[src/rtl/fetch_stage_if.sv]
// Instruction-memory request/response bundle between fetch_stage and imem.
// One request strobe, one response strobe per request.
interface fetch_stage_if;
   logic        imem_req;
   logic [31:0] imem_addr;
   logic [31:0] imem_rdata;
   logic        imem_valid;

   modport master (
      output imem_req,
      output imem_addr,
      input  imem_rdata,
      input  imem_valid
   );

   modport slave (
      input  imem_req,
      input  imem_addr,
      output imem_rdata,
      output imem_valid
   );
endinterface

[src/rtl/fetch_stage.sv]
// RV32I fetch stage and IF/ID register; one outstanding imem request.
// Optional FETCH_PERF_EN adds perf_fetched / perf_bubbles counters.
module fetch_stage #(
   parameter logic [31:0] RESET_PC = 32'h0000_0000,
   parameter logic [31:0] NOP_INST = 32'h0000_0013
) (
   input  logic          clk,
   input  logic          rst,
   fetch_stage_if.master bus,
   input  logic          stall,
   input  logic          redirect,
   input  logic [31:0]   redirect_pc,
   output logic [31:0]   ifid_inst,
   output logic [31:0]   ifid_pc,
   output logic [31:0]   ifid_pc4,
   output logic          ifid_valid,
   output logic [6:0]    OpCode,
   output logic [2:0]    Funct3,
   output logic [6:0]    Funct7
`ifdef FETCH_PERF_EN
   ,
   output logic [31:0]   perf_fetched,
   output logic [31:0]   perf_bubbles
`endif
);

   typedef enum logic [1:0] {
      S_REQ,
      S_WAIT,
      S_FULL,
      S_DRAIN
   } state_t;

   state_t      r_state;
   logic [31:0] r_pc;
   logic [31:0] r_buf_inst;
   logic [31:0] r_buf_pc;
   logic [31:0] r_ifid_inst;
   logic [31:0] r_ifid_pc;
   logic [31:0] r_ifid_pc4;
   logic        r_ifid_valid;

   state_t      w_state_nxt;
   logic [31:0] w_pc_nxt;
   logic [31:0] w_redir_pc;
   logic        w_buf_ld;
   logic        w_word_vld;
   logic [31:0] w_word_inst;
   logic [31:0] w_word_pc;
   logic        w_ifid_ld;
   logic        w_ifid_bub;
   logic        w_outst;

   assign w_redir_pc = redirect_pc & ~32'h3;

   always_comb begin
      w_state_nxt = r_state;
      w_pc_nxt    = r_pc;
      w_buf_ld    = 1'b0;
      w_word_vld  = 1'b0;
      w_word_inst = r_buf_inst;
      w_word_pc   = r_buf_pc;
      w_outst     = 1'b0;
      case (r_state)
         S_REQ: begin
            w_state_nxt = S_WAIT;
            w_outst     = 1'b1;
         end
         S_WAIT: begin
            w_outst = !bus.imem_valid;
            if (bus.imem_valid) begin
               w_word_vld  = 1'b1;
               w_word_inst = bus.imem_rdata;
               w_word_pc   = r_pc;
               w_pc_nxt    = r_pc + 32'd4;
               w_buf_ld    = stall;
               w_state_nxt = stall ? S_FULL : S_REQ;
            end
         end
         S_FULL: begin
            w_word_vld = 1'b1;
            if (!stall) w_state_nxt = S_REQ;
         end
         S_DRAIN: begin
            w_outst = !bus.imem_valid;
            if (bus.imem_valid) w_state_nxt = S_REQ;
         end
         default: w_state_nxt = S_REQ;
      endcase
      // redirect beats stall; a still-outstanding fetch must be drained
      if (redirect) begin
         w_pc_nxt    = w_redir_pc;
         w_buf_ld    = 1'b0;
         w_word_vld  = 1'b0;
         w_state_nxt = w_outst ? S_DRAIN : S_REQ;
      end
   end

   assign w_ifid_ld  = !redirect && !stall && w_word_vld;
   assign w_ifid_bub = redirect || (!stall && !w_word_vld);

   always_ff @(posedge clk) begin
      if (rst) begin
         r_state      <= S_REQ;
         r_pc         <= RESET_PC;
         r_buf_inst   <= NOP_INST;
         r_buf_pc     <= RESET_PC;
         r_ifid_inst  <= NOP_INST;
         r_ifid_pc    <= RESET_PC;
         r_ifid_pc4   <= RESET_PC + 32'd4;
         r_ifid_valid <= 1'b0;
      end else begin
         r_state <= w_state_nxt;
         r_pc    <= w_pc_nxt;
         if (w_buf_ld) begin
            r_buf_inst <= bus.imem_rdata;
            r_buf_pc   <= r_pc;
         end
         if (w_ifid_ld) begin
            r_ifid_inst  <= w_word_inst;
            r_ifid_pc    <= w_word_pc;
            r_ifid_pc4   <= w_word_pc + 32'd4;
            r_ifid_valid <= 1'b1;
         end else if (w_ifid_bub) begin
            r_ifid_inst  <= NOP_INST;
            r_ifid_valid <= 1'b0;
         end
      end
   end

`ifdef FETCH_PERF_EN
   logic [31:0] r_perf_fetched;
   logic [31:0] r_perf_bubbles;

   always_ff @(posedge clk) begin
      if (rst) begin
         r_perf_fetched <= 32'd0;
         r_perf_bubbles <= 32'd0;
      end else begin
         if (w_ifid_ld)
            r_perf_fetched <= r_perf_fetched + 32'd1;
         if (w_ifid_bub && !stall)
            r_perf_bubbles <= r_perf_bubbles + 32'd1;
      end
   end

   assign perf_fetched = r_perf_fetched;
   assign perf_bubbles = r_perf_bubbles;
`endif

   assign bus.imem_req  = (r_state == S_REQ) && !rst;
   assign bus.imem_addr = r_pc;

   assign ifid_inst  = r_ifid_inst;
   assign ifid_pc    = r_ifid_pc;
   assign ifid_pc4   = r_ifid_pc4;
   assign ifid_valid = r_ifid_valid;
   assign OpCode     = r_ifid_inst[6:0];
   assign Funct3     = r_ifid_inst[14:12];
   assign Funct7     = r_ifid_inst[31:25];

endmodule

[src/flat_wrapper.sv]
// flat-port wrapper written by rule: the top's interface ports become plain ports
module fetch_stage_flat 
#(
   parameter logic [31:0] RESET_PC = 32'h0000_0000,
   parameter logic [31:0] NOP_INST = 32'h0000_0013
)
  (clk, rst, stall, redirect, redirect_pc, ifid_inst, ifid_pc, ifid_pc4, ifid_valid, OpCode, Funct3, Funct7, bus_imem_req, bus_imem_addr, bus_imem_rdata, bus_imem_valid);
  fetch_stage_if bus_i ();
  input  logic clk;
  input  logic rst;
  input  logic stall;
  input  logic redirect;
  input  logic [31:0] redirect_pc;
  output logic [31:0] ifid_inst;
  output logic [31:0] ifid_pc;
  output logic [31:0] ifid_pc4;
  output logic ifid_valid;
  output logic [6:0] OpCode;
  output logic [2:0] Funct3;
  output logic [6:0] Funct7;
  output wire logic [$bits(bus_i.imem_req)-1:0] bus_imem_req;
  output wire logic [$bits(bus_i.imem_addr)-1:0] bus_imem_addr;
  input wire logic [$bits(bus_i.imem_rdata)-1:0] bus_imem_rdata;
  input wire logic [$bits(bus_i.imem_valid)-1:0] bus_imem_valid;
  assign bus_imem_req = bus_i.imem_req;
  assign bus_imem_addr = bus_i.imem_addr;
  assign bus_i.imem_rdata = bus_imem_rdata;
  assign bus_i.imem_valid = bus_imem_valid;
  fetch_stage #(.RESET_PC(RESET_PC), .NOP_INST(NOP_INST)) u_core (.clk(clk), .rst(rst), .bus(bus_i), .stall(stall), .redirect(redirect), .redirect_pc(redirect_pc), .ifid_inst(ifid_inst), .ifid_pc(ifid_pc), .ifid_pc4(ifid_pc4), .ifid_valid(ifid_valid), .OpCode(OpCode), .Funct3(Funct3), .Funct7(Funct7));
endmodule
[config.mk]
export PLATFORM = sky130hd
export DESIGN_NAME = fetch_stage_flat
export DESIGN_NICKNAME = d
export VERILOG_FILES = /design/src/rtl/fetch_stage_if.sv /design/src/rtl/fetch_stage.sv /design/src/flat_wrapper.sv
export SDC_FILE = /design/constraint.sdc
export NUM_CORES = 1
export LEC_CHECK = 0
export CAP_MARGIN = 5
export CORE_UTILIZATION = 45
export DETAILED_ROUTE_END_ITERATION = 6
export PLACE_DENSITY_LB_ADDON = 0.05
export SLEW_MARGIN = 0
export SYNTH_ARGS = -nofsm -noshare
export SYNTH_HDL_FRONTEND = slang
export SYNTH_SLANG_ARGS = --single-unit
export TNS_END_PERCENT = 20
[constraint.sdc]
create_clock -name clk -period 3.4 [get_ports clk]
set_clock_uncertainty 0.2 [all_clocks]
set_input_delay 0.68 -clock clk [delete_from_list [all_inputs] [get_ports clk]]
set_output_delay 0.68 -clock clk [all_outputs]
set_load 0.1 [all_outputs]
### Word-level counts from Yosys, hierarchy flattened

Cells that the tools add are included.

| cells by class | value |
|---|---|
| equal/unequal tests | 6 |
| $add $sub $neg | 2 |
| reduce and logical (&&, ||, !) cells | 19 |
| mux-type cells | 25 |

Operators with widths:

| kind | count |
|---|---|
| two-way mux 32 bit | 9 |
| adder 32 x 3 -> 32 bit, second input constant | 2 |
| two-way mux 2 bit | 6 |
| inequality test 3 bit, second input constant | 3 |
| one-hot mux 2 bit (4 select lines) | 1 |
| two-way mux 1 bit | 7 |
| nonzero test 2 bit | 3 |
| logical NOT 1 bit | 5 |
| == test 2 bit, second input constant | 2 |
| logical AND 1 bit | 4 |
| one-hot mux 1 bit (2 select lines) | 2 |
| AND reduction 2 bit | 2 |
| OR reduction 2 bit | 2 |
| AND reduction 3 bit | 1 |
| == test 2 x 1 -> 1 bit, second input constant | 1 |
| logical NOT 2 bit | 1 |
| logical OR 1 bit | 1 |

| storage, ports and cells | value |
|---|---|
| output and inout bits | 147 |
| bits in registers | 195 |
| input bits | 69 |

### Longest topological paths before layout

| logic depth | value |
|---|---|
| depth after elaboration | 8 |
| gate-level depth with buffers | 15 |

### Least setup slack after synthesis

No wires, ideal clock.

| timing path | value |
|---|---|
| path type | input to register |
| start point | input bus_imem_valid |
| end point | register u_core.r_ifid_pc4[20], in the netlist u_core.ifid_pc4[20] |
| data required time | 3.078 ns |
| path slack | 0.064 ns |
| stages on the path | 13 |
| library setup time | 0.122 ns |
| arrival time | 3.014 ns |
| path through | buf_6 -> nand2_1 -> buf_4 -> buf_4 -> buf_2 -> buf_4 -> nand2_1 -> nand2_1 -> ha_1 -> nand4_4 -> nor4_4 -> a211oi_1 -> a311o_1 |

| on the way | value |
|---|---|
| elaborated cells between the ends (all ways) | 7 |

RTL lines:

| item | RTL line | RTL |
|---|---|---|
| start, declared | flat_wrapper.sv:24 | `input wire logic [$bits(bus_i.imem_valid)-1:0] bus_imem_valid;` |
| two-way mux 32 bit | fetch_stage.sv:71 | `if (bus.imem_valid) begin` |
| two-way mux 32 bit | fetch_stage.sv:64 | `case (r_state)` |
| via u_core.w_word_pc[2] | fetch_stage.sv:49 | `logic [31:0] w_word_pc;` |
| adder 32 x 3 -> 32 bit | fetch_stage.sv:122 | `r_ifid_pc4 <= w_word_pc + 32'd4;` |
| end signal, assigned | fetch_stage.sv:110 | `r_ifid_pc4 <= RESET_PC + 32'd4;` |
| end signal, assigned | fetch_stage.sv:122 |  |
| end, declared | fetch_stage.sv:40 | `logic [31:0] r_ifid_pc4;` |

The timed path passes the listed nets, and every way through them passes these cells.
A chain may end at the register's enable or synchronous reset.

### Final worst setup path

Ends and elaborated chain as after synthesis.

==> key figures <==
Logic synthesis
  • Synthesized instance count: roughly 1200
  • Post-synthesis cell type count: 55
  • Leading area contributor after synthesis: dfxtp_1
  • Post-synthesis async set-or-reset flop share: 0%
  • Sequential-to-total area share from yosys stat: 42.0%
  • Top cell type's share of synthesized area: a little over two fifths
  • YS warnings: 0
  • Synthesized area per cell: 7.73 um^2
  • Post-synth EDFFs: 0
  • Largest cells by area after synthesis: dfxtp_1 42%, nand2_1 13%, a21oi_1 8.4%
  • Top_reg_cell synth: dfxtp_1
  • Seq cells post-synth: approximately 190
  • Netlist Area Pre-Place: 8910 um^2

Clocking
  • Cells resized by post-CTS repair: 0
  • Setup Fix Bufs, Post-CTS: 0
  • TritonCTS buffer count: 17
  • CTS H-tree depth: 4
  • CTS tree: built
  • Root Buffer Master: clkbuf_16
  • Latest clock arrival within the worst-skew pair: about 0.43 ns
  • Clk slew on worst S/H paths: roughly 0.070 ns
  • Longest Clk Path Bufs: 2
  • Hold-fix buffers at CTS: 0
  • CTS Sinks: between 150 and 200

Global routing
  • GR Util met2: 37.2%
  • Met3 usage in global routing: ~4.8%
  • Largest net degree at the start of global routing: 63
  • First-pass GRT wire length: between 40000 and 50000 um
  • GRT Overall Usage: 25.4%
  • GRT overflow: 0
  • Grt peak-use layer: met1
  • Grt met1 use: a little under two fifths
  • Number of global-route vias before repair: approximately 7700
  • Initial antenna violation count: 1

Worst setup path
  • Reg2reg start: u_core.r_state[0]
  • Arr. time, crit path: 2.97 ns
  • Reg-to-reg setup timing slack: between 0.6 and 0.7 ns
  • Critical Path RT: 3.52 ns
  • Crit. End Element: register
  • Crit start category: input port
  • Worst-path maximum fanout: 8
  • Reg2reg path depth: 9
  • Worst setup path end: u_core.ifid_pc4[20]
  • Crit path from: bus_imem_valid
  • R2r endpoint: u_core.ifid_pc4[20]
  • Crit Path Class: in -> reg

Routing
  • DRT iter0 DRCs: approximately 600
  • Vias/cell: 5.33
  • Drt drc: 0
  • Wirelength per Cell: roughly 16 um
  • Final wirelength: 25300 um
  • Total iterations of the first detailed-routing run: 5
  • Vias: approximately 8600
  • Post-route antenna net violation count: 0

Pwr
  • Lkg Pwr: around 0.0045 uW
  • PwrDens: around 430 nW/um^2
  • Worst VDD drop: ~0.33 mV

Place
  • # port buffers: 207
  • Final HPWL DP: ~18000 um
  • Inst Count DP: about 1600
  • Placer Congestion: between 0.8 and 0.9

Final layout
  • Non-Filler Instances: between 1500 and 2000
  • Syn-to-layout area delta: 28.2%
  • Layout Nets: approximately 1400
  • Share of layout cells above drive strength 1: 18.7%

Timing
  • Min Hold Slack: roughly 0.25 ns
  • Highest clock rate: 351 MHz
  • Final min period: roughly 2.9 ns
  • Slew Limit Fails: 0
  • Final Hold Vio Count: 0
  • Setup TNS Final: 0 ns
  • Worst slew margin: 54.6%
  • Final period util: around 84%
  • Final setup fails: 0
  • RSZ-0062 raised after global routing: false
  • Worst slew pin tran: about 0.66 ns

Floorplan
  • Die area: 20400 um^2
  • I/O Pins: 216
  • Die Height: approximately 140 um
  • Die Wd: between 100 and 150 um
  • Initial Util: 45.8%
  • Cell Rows: 51
  • Core area: ~19000 um^2

Worst hold path
  • Type of the most critical hold path: reg -> reg

Status
  • Status: finished clean

Run
  • Max Cap Viol: 0
[worst max-delay path, stage by stage]
cell and delay (ns):
clkdlybuf4s50_1 0.55, and2_4 0.26, nand2_1 0.11, nand2_1 0.09, ha_1 0.21, nand4_4 0.15
nor4_4 0.46, a211oi_1 0.13, a311o_1 0.32
[layer usage]
layer	vias up	wire length, um	part of all wire (%)
met5	-	0	0
met4	0	317	1.3
li1	4262	-	-
met2	309	10700	42
met1	3977	12300	49
met3	24	1970	7.8
[cells in the final DEF, fill, tap and decap left out, types with 5 or more instances in the layout]
cell type,n
xnor2_1,10
a21oi_1,150
clkbuf_16,17
buf_4,189
a311o_1,5
nor3_1,20
nand3_1,39
a211oi_1,21
o21ai_0,27
xor2_1,27
a31oi_1,6
o21ai_1,9
nand2_1,295
inv_1,5
and2_1,13
dfxtp_1,187
conb_1,6
nor4_1,6
mux2_2,7
nor2_1,94
and4_1,6
mux2i_1,29
clkdlybuf4s50_1,64
and3_1,12
clkinv_2,5
ha_1,6
nand4_1,24
nor4_4,5
[layout make-up]
cell class | instances | area (um^2)
Inverter | 5 | 18.8
Antenna cell | 1 | 2.50
Multi-Input combinational cell | 860 | 4640
Clock buffer | 18 | 439
Clock inverter | 14 | 121
Timing Repair Buffer | 257 | 2120
Tap cell | 265 | 332
Fill cell | 1801 | 8050
Sequential cell | 187 | 3740
[how the worst min path moves through the flow]
stage | depth (start not counted) | slack, ns | endpoint | from
floorplan | 2 | 0.23 | u_core.r_buf_pc[25] | u_core.r_buf_pc[25]
global placement | 2 | 0.24 | u_core.ifid_pc4[2] | u_core.ifid_pc4[2]
detailed placement | 2 | 0.24 | u_core.ifid_pc4[2] | u_core.ifid_pc4[2]
CTS | 2 | 0.25 | u_core.ifid_pc4[2] | u_core.ifid_pc4[2]
global route | 2 | 0.27 | u_core.r_buf_inst[22] | u_core.r_buf_inst[22]
finish | 2 | 0.25 | u_core.ifid_pc4[2] | u_core.ifid_pc4[2]
[cells by family (layout without fill, tap and decap cells)]
| kind of cell | Yosys count | after routing | synth area share (%) |
|---|---|---|---|
| AOI/OAI and AO/OA | 241 | 241 | 15.6 |
| xor gates and xnor gates | 37 | 37 | 3.64 |
| adders and majority gates | 6 | 6 | 0.843 |
| buffers and inverters | 111 | 294 | 6.36 |
| DFF | 187 | 187 | 42.0 |
| muxes | 36 | 36 | 4.14 |
| other | 1 | 7 | 0.0421 |
| and+or+nand+nor | 534 | 534 | 27.4 |
[state kept, by name (all words and copies together), names as in the netlist]
name,flops
u_core.ifid_pc4,30
u_core.r_state,2
u_core.r_buf_inst,32
u_core.ifid_pc,30
u_core.ifid_valid,1
u_core.r_buf_pc,30
u_core.bus.imem_addr,30
u_core.ifid_inst,32
[synth_stat cells (13+ instances only)]
| cell type | count |
|---|---|
| a211oi_1 | 21 |
| a21oi_1 | 150 |
| and2_1 | 13 |
| buf_2 | 21 |
| buf_4 | 29 |
| clkbuf_1 | 49 |
| dfxtp_1 | 187 |
| mux2i_1 | 29 |
| nand2_1 | 297 |
| nand3_1 | 39 |
| nand4_1 | 24 |
| nor2_1 | 95 |
| nor3_1 | 20 |
| o21ai_0 | 27 |
| xor2_1 | 27 |
[through the flow]
step                      util, %  total power (uW)  setup WS (ns)  instance area, um^2
final                        58.7              4960          0.548                11400
after global placement       55.8              3090          0.157                10900
after floorplan                 -              2860         0.0641                 8930
after global routing         58.7              5140          0.438                11400
after CTS                    58.7              5000          0.547                11400
after detailed placement     55.8              3100          0.114                10900
[report_power, final]
group | switching (uW) | total (uW) | internal [uW]
Clock | 884 | 1910 | 1030
Sequential | 55.0 | 2290 | 2230
Combinational | 541 | 759 | 218
Total | 1480 | 4960 | 3480
(Power assumes the default switching activity.)
